==> src/rtl/ifu_fetch.sv <==
// ifu_fetch: multicycle instruction fetch unit. It keeps exactly one instruction
// in flight: request, wait for the response, hand the word to decode, then wait
// for writeback to supply the next pc.
module ifu_fetch #(
  parameter logic [31:0] RESET_PC = 32'h8000_0000,
  parameter int unsigned TIMEOUT  = 256
) (
  input  logic        clk,
  input  logic        rst,
  output logic        imem_req_valid,
  input  logic        imem_req_ready,
  output logic [31:0] imem_addr,
  input  logic        imem_rsp_valid,
  input  logic [31:0] imem_rsp_data,
  input  logic        imem_rsp_err,
  output logic        ifu_valid,
  input  logic        idu_ready,
  output logic [31:0] real_ins,
  output logic [31:0] pc,
  input  logic        next_pc_valid,
  input  logic [31:0] next_pc,
  output logic        fetch_fault
);

  localparam int unsigned XLEN  = 32;
  // Counter only has to reach TIMEOUT-1; keep at least one bit.
  localparam int unsigned CNT_W = (TIMEOUT > 2) ? $clog2(TIMEOUT) : 1;
  localparam logic [CNT_W-1:0] CNT_TERM = (TIMEOUT == 0) ? '0 : CNT_W'(TIMEOUT - 1);
  localparam logic [CNT_W-1:0] CNT_MAX  = '1;

  typedef enum logic [2:0] {
    S_BOOT    = 3'd0,
    S_REQ     = 3'd1,
    S_WAIT    = 3'd2,
    S_VALID   = 3'd3,
    S_WAIT_PC = 3'd4,
    S_FAULT   = 3'd5
  } state_e;

  state_e            state_q, state_d;
  logic [XLEN-1:0]   pc_q, pc_d;
  logic [XLEN-1:0]   ins_q, ins_d;
  logic [CNT_W-1:0]  cnt_q, cnt_d;

  // State and datapath registers; synchronous reset overrides everything.
  always_ff @(posedge clk) begin
    if (rst) begin
      state_q <= S_BOOT;
      pc_q    <= RESET_PC;
      ins_q   <= '0;
      cnt_q   <= '0;
    end else begin
      state_q <= state_d;
      pc_q    <= pc_d;
      ins_q   <= ins_d;
      cnt_q   <= cnt_d;
    end
  end

  // Next-state logic; pc and instruction only load in their owning states.
  always_comb begin
    state_d = state_q;
    pc_d    = pc_q;
    ins_d   = ins_q;
    cnt_d   = cnt_q;
    unique case (state_q)
      S_BOOT: state_d = S_REQ;
      S_REQ: begin
        if (imem_req_ready) begin
          state_d = S_WAIT;
          cnt_d   = '0;
        end
      end
      S_WAIT: begin
        // A response at the terminal count takes priority over the timeout.
        if (imem_rsp_valid) begin
          if (imem_rsp_err) begin
            state_d = S_FAULT;
          end else begin
            ins_d   = imem_rsp_data;
            state_d = S_VALID;
          end
        end else if ((TIMEOUT != 0) && (cnt_q == CNT_TERM)) begin
          state_d = S_FAULT;
        end else if (cnt_q != CNT_MAX) begin
          cnt_d = cnt_q + CNT_W'(1);
        end
      end
      S_VALID: begin
        if (idu_ready) state_d = S_WAIT_PC;
      end
      S_WAIT_PC: begin
        if (next_pc_valid) begin
          pc_d    = next_pc;
          state_d = (next_pc[1:0] == 2'b00) ? S_REQ : S_FAULT;
        end
      end
      S_FAULT: state_d = S_FAULT;
      default: state_d = S_FAULT;
    endcase
  end

  // Outputs decoded from the registered state and datapath.
  always_comb begin
    imem_req_valid = (state_q == S_REQ);
    ifu_valid      = (state_q == S_VALID);
    fetch_fault    = (state_q == S_FAULT);
    imem_addr      = pc_q;
    pc             = pc_q;
    real_ins       = ins_q;
  end

endmodule

==> config.mk <==
export PLATFORM = sky130hd
export DESIGN_NAME = ifu_fetch
export DESIGN_NICKNAME = d
export VERILOG_FILES = /design/src/rtl/ifu_fetch.sv
export SDC_FILE = /design/constraint.sdc
export NUM_CORES = 1
export LEC_CHECK = 0
export CAP_MARGIN = 20
export CORE_MARGIN = 10
export CORE_UTILIZATION = 45
export CTS_BUF_LIST = sky130_fd_sc_hd__clkbuf_2 sky130_fd_sc_hd__clkbuf_4 sky130_fd_sc_hd__clkbuf_8
export CTS_CLUSTER_SIZE = 40
export DETAILED_ROUTE_END_ITERATION = 6
export DONT_BUFFER_PORTS = 1
export PLACE_DENSITY = 0.63
export SLEW_MARGIN = 20
export SYNTH_ARGS = -nofsm -noshare
export SYNTH_HDL_FRONTEND = slang
export SYNTH_SLANG_ARGS = --single-unit
==> constraint.sdc <==
create_clock -name clk -period 3.15 [get_ports clk]
set_input_delay 0.315 -clock clk [delete_from_list [all_inputs] [get_ports clk]]
set_output_delay 0.315 -clock clk [all_outputs]
set_load 0.01 [all_outputs]
## Yosys cells after proc, flatten, opt, wreduce, memory -nomap -nowiden

Index checks and enable logic that the tools add are counted.

| word-level totals | value |
|---|---|
| bits of input ports | 71 |
| register bits | 75 |
| word-level logic and storage cells | 40 |

| cells by class | value |
|---|---|
| multiplexer cells | 13 |
| equality and inequality tests | 14 |
| $add $sub $neg | 1 |
| reduce and logical (&&, ||, !) cells | 7 |
| bitwise operators | 1 |

Operators with widths:

| cell | number |
|---|---|
| $mux 8 | 4 |
| $mux 3 | 7 |
| $pmux 8 s2 | 1 |
| $pmux 3 s5 | 1 |
| $add 8x1->8 const B | 1 |
| $eq 8x8->1 const B | 1 |
| $ne 2x2->1 const B | 4 |
| $ne 8x8->1 const B | 1 |
| $eq 3x2->1 const B | 2 |
| $eq 3x3->1 const B | 2 |
| $reduce_and 5->1 | 1 |
| $ne 2x1->1 const B | 2 |
| $reduce_and 4->1 | 1 |
| $eq 3x1->1 const B | 1 |
| $logic_not 3->1 | 1 |
| $ne 3x3->1 const B | 1 |
| $reduce_and 3->1 | 1 |
| $logic_not 2->1 | 1 |
| $reduce_and 2->1 | 1 |
| $reduce_bool 2->1 | 1 |
| $not 1->1 | 1 |

## Longest topological paths before layout

Gate-level depths: netlist of the first run.

| logic depth | value |
|---|---|
| depth after elaboration | 5 |
| depth in mapped cells | 7 |
| gate-level depth less buffers | 5 |

## Worst setup path before layout of the first run

OpenSTA, ideal clock, no wires.

| timing | value |
|---|---|
| path type | register to register |
| start point | register cnt_q[0] |
| end point | register cnt_q[5] |
| path buffers | 0 |
| arrival time | 1.396 ns |
| required time | 3.028 ns |
| setup slack | 1.632 ns |
| library setup time | 0.122 ns |
| stages on the path, launching flop included | 6 |
| path through | dfxtp_1 -> ha_1 -> nand3_1 -> o21ai_2 -> a211oi_1 -> o2bb2a_1 |

| on the way | value |
|---|---|
| longest elaborated chain between the ends | 5 |
| elaborated cells on any way between the ends | 10 |
| classes of those cells | add/sub: 1; eq/ne: 4; mux: 4; reduce/logical: 1 |

RTL lines:

| what | RTL line | text |
|---|---|---|
| start, declared | 43 | `logic [CNT_W-1:0] cnt_q, cnt_d;` |
| start signal, assigned | 56 | `cnt_q <= cnt_d;` |
| $add 8x1->8 | 86 | `cnt_d = cnt_q + CNT_W'(1);` |
| $mux 8 | 85 | `end else if (cnt_q != CNT_MAX) begin` |
| $mux 8 | 83 | `end else if ((TIMEOUT != 0) && (cnt_q == CNT_TERM)) begin` |
| $mux 8 | 76 | `if (imem_rsp_valid) begin` |
| $pmux 8 s2 | 66 | `unique case (state_q)` |

Parallel ways exist; a longest one is shown, timed or not. The select of a mux whose other input is x is not followed.
A chain may end at the register's enable or synchronous reset.

## Worst setup path after layout of the first run

| timing | value |
|---|---|
| start point | register state_q[2] |
| end point | register pc_q[29], in the netlist imem_addr[29] |

| on the way | value |
|---|---|
| longest elaborated chain between the ends | 2 |

RTL lines:

| what | RTL line | text |
|---|---|---|
| start, declared | 40 | `state_e state_q, state_d;` |
| start signal, assigned | 53 | `state_q <= state_d;` |
| $eq 3x3->1 | 66 |  |
| $reduce_and 2->1 (no line) | -- |  |
| end signal, assigned | 54 | `pc_q <= pc_d;` |
| end, declared | 41 | `logic [XLEN-1:0] pc_q, pc_d;` |

Every way passes these cells.

==> metrics.txt, run 1 <==
status complete, no violations; Area Overhead vs Synth 0.770%; CP cell instances nor3b_2 > and2_1 > buf_4 > nand2_1 > a21oi_1; Worst setup EP type flip-flop; WP data arrival between 2 and 2.5 ns; synthesized net count approximately 460; clk_lat worst skew between 0.3 and 0.4 ns; die area roughly 11000 um2; Min-Delay Path Class input pin to flip-flop; deepest clock path buffer count 2; Worst Setup EP imem_addr[29]; Clock power frac 0.451; CP max FO 23; CTS tree built; Avg Inst Size Synth roughly 8.0 um2; grt total ovfl 0; GPL Wtd Cong 0.791; Max Fclk between 400 and 500 MHz; Slew Limit Fails 0; setup violators final 0; number of flops mapped to enable cells by yosys 0; Port Buf Inserts 0; CTS Sinks 75; post-synthesis register bit count 75; commonest cells in the netlist nand2_1, dfxtp_1, a21oi_1, buf_4, clkbuf_1; P_int ~1500 uW; Routed Antenna Nets 0; CP Class flip-flop to flip-flop; Cell Pwr Density roughly 610 nW/um2; register clock-pin slew on the reported worst setup and hold paths about 0.07 ns; MaxCap Viol Count 0; Max VDD drop 0.227 mV; Period Utilization, post-route 0.664; Synthesis Warnings 0; Setup Skew 0.0102 ns; sw frac 0.207; Layout Utilization 0.463; worst reg2reg path depth 5; Async SR Flop Fraction 0; diode count 0; Die X 103 um; DRC violation count after routing 0; Synth area leader dfxtp_1; share of post-route cells with drive strength above 1 0.0769; die height 103 um; Register-to-Register Setup Slack 1.06 ns; Via density 5.36; Slew HR 0.312; synthesized area 3090 um2; H-Tree Depth 3; cell row count 30; Post-Syn Instances 387; DR WL/cell ~18 um; DRT iter0 DRCs 76; final layout net count 419; Detailed Route WL 7.68 mm; io pins 170; DP HPWL approximately 5.5 mm; Core Area roughly 6700 um2; first-pass GRT wire length 11.4 mm; RSZ-0062 raised after global routing no; origin of the critical flop-to-flop path state_q[2]; Final Hold Vio Count 0; Worst setup startpoint state_q[2]; leakage dissipation roughly 0.0010 uW; largest net degree at the start of global routing 69; Initial Utilization 0.459; CTS Buf Count 9; Gate power share 0.032; sw power 396 uW; Critical Path RT 3.41 ns; CP max stage delay a little under 0.7 ns; Netlist cell types 38; via count between 2000 and 2500; Final TNS setup 0 ns; CTS root buf clkbuf_8; ys flop type dfxtp_1; initial antenna violation count 0; number of global-route vias before repair 2270; Critical-path top delay cell and2_1; Worst-Margin Slew 1.03 ns; Post-CTS Setup Bufs 0; startpoint types flip-flop; top-count cell post-synth nand2_1; min cycle time layout around 2.1 ns; post-synthesis sequential area ratio 0.487; Post-CTS Hold Buffers 0; reg-to-reg endpoint imem_addr[29]; fillers 683; Total GRT Usage 0.138; Resized Gates After CTS 0; share of power burned in registers 0.517; Pre-Repair DR Iteration Count 4; synth top area cells dfxtp_1, nand2_1, a21oi_1, buf_4, nor3b_2; post-synth top area share 0.487; Tot Pwr 1910 uW
metrics by stage:
stage / cells / instance area (um2) / hold WS [ns] / setup slack, ns
final: 431 / 3110 / 0.0407 / 1.06
after global routing: 431 / 3110 / 0.0111 / 0.842
after global placement: 416 / 2880 / 0.390 / 1.17
after floorplan: 387 / 3090 / 0.438 / 1.63
after CTS: 431 / 3110 / 0.0206 / 1.03
after detailed placement: 416 / 2880 / 0.395 / 1.06
metal layers:
| metal | global-route usage | share of wire | up-vias |
|---|---|---|---|
| met3 | 0.0824 | 0.14 | 4 |
| met2 | 0.226 | 0.48 | 112 |
| met1 | 0.143 | 0.38 | 1029 |
| met4 | 0.0492 | 0.0057 | 0 |
| met5 | 0 | 0 | - |
| li1 | - | - | 1165 |
logic make-up after synthesis:
family	after synthesis	synth area share
AND/OR/NAND/NOR	165	0.235
AO/OA/AOI/OAI	88	0.160
flip-flops	75	0.487
buffers and inverters	58	0.115
adder cells (fa/ha/maj)	1	0.00405
state kept, by name, summed over array words and instances (netlist names):
signal and count:
imem_addr 32, real_ins 32, cnt_q 8, state_q 3
cell usage in the layout (no fill, tap or decap), types with 2 or more instances in the layout:
master and count:
a21oi_1 68, a31oi_1 5, a41o_1 2, a41oi_1 2, and2_1 2, and3_1 2
buf_4 3, bufinv_16 3, clkbuf_8 9, dfxtp_1 75, inv_1 3, nand2_1 136
nand2b_1 3, nand3_1 4, nand4_1 2, nor2_1 4, nor3b_2 3, nor4b_2 2
o21ai_1 2
critical path, delay by kind of cell (launching register included):
kind            cells  cell delay, ns
compound gates      1            0.13
flops               1            0.55
simple gates        3            1.05
buf+inv             1            0.30
power by group through the flow:
| stage | Sequential, uW | Combinational (uW) | Clock (uW) |
|---|---|---|---|
| final | 988 | 60.8 | 862 |
| after global routing | 992 | 69.1 | 943 |
| after CTS | 989 | 61.8 | 894 |
| after detailed placement | 1010 | 61.6 | 0 |
| after global placement | 1010 | 60.3 | 0 |
| after floorplan | 999 | 77.0 | 0 |
how the worst min path moves through the flow:
stage | start | end | slack (ns) | cells past startpoint
finish | rst | real_ins[2] | 0.04 | 1
global route | rst | imem_addr[21] | 0.01 | 1
CTS | rst | real_ins[5] | 0.02 | 1
detailed placement | rst | real_ins[2] | 0.39 | 1
global placement | rst | real_ins[5] | 0.39 | 1
floorplan | next_pc[31] | imem_addr[31] | 0.44 | 2
area by class of cell:
| cell class | count | area, um2 | share of cell area |
|---|---|---|---|
| flip-flops and latches | 75 | 1500 | 0.483 |
| clock buffers | 10 | 131 | 0.0423 |
| inverters | 4 | 15.0 | 0.00483 |
| repair buffers | 3 | 22.5 | 0.00724 |
| clock inverters | 5 | 103 | 0.0330 |
| multi-input cells | 254 | 1240 | 0.398 |
| well taps | 80 | 100 | 0.0322 |
Note: power is estimated with default switching activity, not from simulation.
==> run 2: changes to the inputs <==
==> constraint.sdc (replaced) <==
create_clock -name clk -period 2.1 [get_ports clk]
set_input_delay 0.21 -clock clk [delete_from_list [all_inputs] [get_ports clk]]
set_output_delay 0.21 -clock clk [all_outputs]
set_load 0.01 [all_outputs]
==> run 2 against run 1 <==
Sequential share of layout area is 7.9 points lower; routed wire length is 15% higher; worst hold slack worse by 0.025 ns; setup slack worse by 0.79 ns; clock skew is 0.0029 ns higher; cell count is 15% higher; via count is 15% higher; critical endpoint is now imem_addr[27].
==> metrics.txt, run 2 (same netlist as run 1, synthesis figures left out) <==
Gate power share 0.074; worst reg2reg path depth 6; CTS Buf Count 9; Post-Place Cells 420; startpoint types flip-flop; Min-Delay Path Class input pin to flip-flop; CTS Sinks 75; Hold EP real_ins[14]; Via density 5.34; Critical-path top delay cell dlygate4sd3_1; WP data arrival 2.12 ns; sw power approximately 660 uW; Detailed Route WL roughly 9 mm; number of global-route vias before repair 2626; Port Buf Inserts 0; sw frac 0.233; Final TNS setup 0 ns; Clock power frac 0.398; Area Overhead vs Synth 20.6%; Setup Skew 0.0130 ns; Max VDD drop 0.436 mV; reg-to-reg endpoint imem_addr[27]; WHS Path Cells 2; share of power burned in registers 0.528; setup violators final 0; grt total ovfl 0; status complete, no violations; Routed Antenna Nets 0; Cell Pwr Density 755 nW/um2; largest net degree at the start of global routing 65; leakage dissipation approximately 0.0013 uW; initial antenna violation count 0; Slew Limit Fails 0; RSZ-0062 raised after global routing no; Total GRT Usage 0.162; Core Area between 6000 and 7000 um2; diode count 0; most used cells in the layout excluding fill and tap cells nand2_1, dfxtp_1, a21oi_1, dlygate4sd3_1, clkbuf_8; deepest clock path buffer count 2; Tot Pwr between 2000 and 3000 uW; Period Utilization, post-route 0.874; P_int 2160 uW; Critical Path RT 2.39 ns; share of post-route cells with drive strength above 1 0.0819; Worst-Margin Slew 0.392 ns; CTS root buf clkbuf_8; Slew HR 0.739; Die X between 100 and 150 um; final layout net count 482; Max Fclk 545 MHz; Layout Cells excl Fill 495; DRC violation count after routing 0; DP HPWL 5.69 mm; CP max FO 32; DRT iter0 DRCs 140; Final Hold Vio Count 0; Pre-Repair DR Iteration Count 4; clk_lat worst skew about 0.34 ns; io pins 170; CTS tree built; min cycle time layout 1.84 ns; Worst setup EP type flip-flop; GPL Wtd Cong 0.761; Initial Utilization 0.459; die area between 10000 and 15000 um2; MaxCap Viol Count 0; most common cell after layout, fill and taps aside nand2_1; Crit path buffers/inverters 2; first-pass GRT wire length 13.5 mm; DR WL/cell approximately 18 um; Worst path top cell family by delay buffers and inverters; area post-placement 2910 um2; worst hold start imem_rsp_data[14]; die height approximately 100 um; Register-to-Register Setup Slack 0.26 ns; cell row count 30; most used cell along the critical path nand2_1; Layout Utilization 0.554; CP Class flip-flop to flip-flop; CP max stage delay roughly 0.55 ns; register clock-pin slew on the reported worst setup and hold paths 0.08 ns; origin of the critical flop-to-flop path state_q[0]; Final Instance Area around 3700 um2; CP cell instances nor3b_2 > nand2_1 > buf_4 > nand2_1 > a21oi_1 > dlygate4sd3_1; via count 2645; H-Tree Depth 3
## run 2: changes by cell type in the layout (fill, tap and decap cells not counted), moves of 2 or more
| cell | previous run | this run |
|---|---|---|
| clkinv_4 | 0 | 2 |
| bufinv_16 | 3 | 1 |
| buf_4 | 3 | 7 |
| dlygate4sd3_1 | 0 | 58 |
## run 2: worst max-delay path by stage
stage	endpoint	from	cells past startpoint
floorplan	cnt_q[5]	cnt_q[0]	5
finish	imem_addr[27]	state_q[0]	6
global placement	cnt_q[5]	cnt_q[1]	5
global route	imem_addr[27]	state_q[0]	6
detailed placement	cnt_q[5]	cnt_q[0]	5
CTS	imem_addr[27]	state_q[2]	6
## run 2: per-layer routing
layer | global-route usage | share of wire
met3 | 0.0798 | 0.11
met5 | 0 | 0
met2 | 0.283 | 0.51
met1 | 0.160 | 0.36
met4 | 0.0663 | 0.016
## run 2: metrics by stage
step | setup WS (ns) | hold slack, ns
3_3_place_gp | 0.427 | 0.286
2_1_floorplan | 0.582 | 0.333
5_1_grt | 0.101 | 0.00262
6_report | 0.265 | 0.0161
3_5_place_dp | 0.350 | 0.290
4_1_cts | 0.137 | 0.00195
## run 2: layout make-up
| type | instances | area [um2] |
|---|---|---|
| fillers | 597 | 3000 |
| flip-flops and latches | 75 | 1500 |
| multi-input cells | 254 | 1240 |
| repair buffers | 66 | 661 |
| clock buffers | 11 | 145 |
| well taps | 80 | 100 |
| clock inverters | 5 | 62.6 |
| inverters | 4 | 15.0 |
## run 2: worst register-to-register path: cells and delay by family (launching register included)
kind | cells | cell delay, ns
buffers and inverters | 2 | 0.85
AND/OR/NAND/NOR | 3 | 0.28
flip-flops | 1 | 0.53
AO/OA/AOI/OAI | 1 | 0.14
## run 2: what timing repair did
action,CTS,global route
buffers inserted,0,0
endpoints found under the setup margin,0,1
endpoints found under the hold margin,65,0
gates resized for setup,0,1
hold buffers,59,0
## run 2: power by group through the flow
stage / Clock [uW] / Combinational, uW / Sequential [uW]
2_1_floorplan: 0 / 115 / 1500
3_3_place_gp: 0 / 92.6 / 1520
3_5_place_dp: 0 / 94.5 / 1520
4_1_cts: 1180 / 206 / 1480
5_1_grt: 1230 / 226 / 1490
6_report: 1120 / 208 / 1480
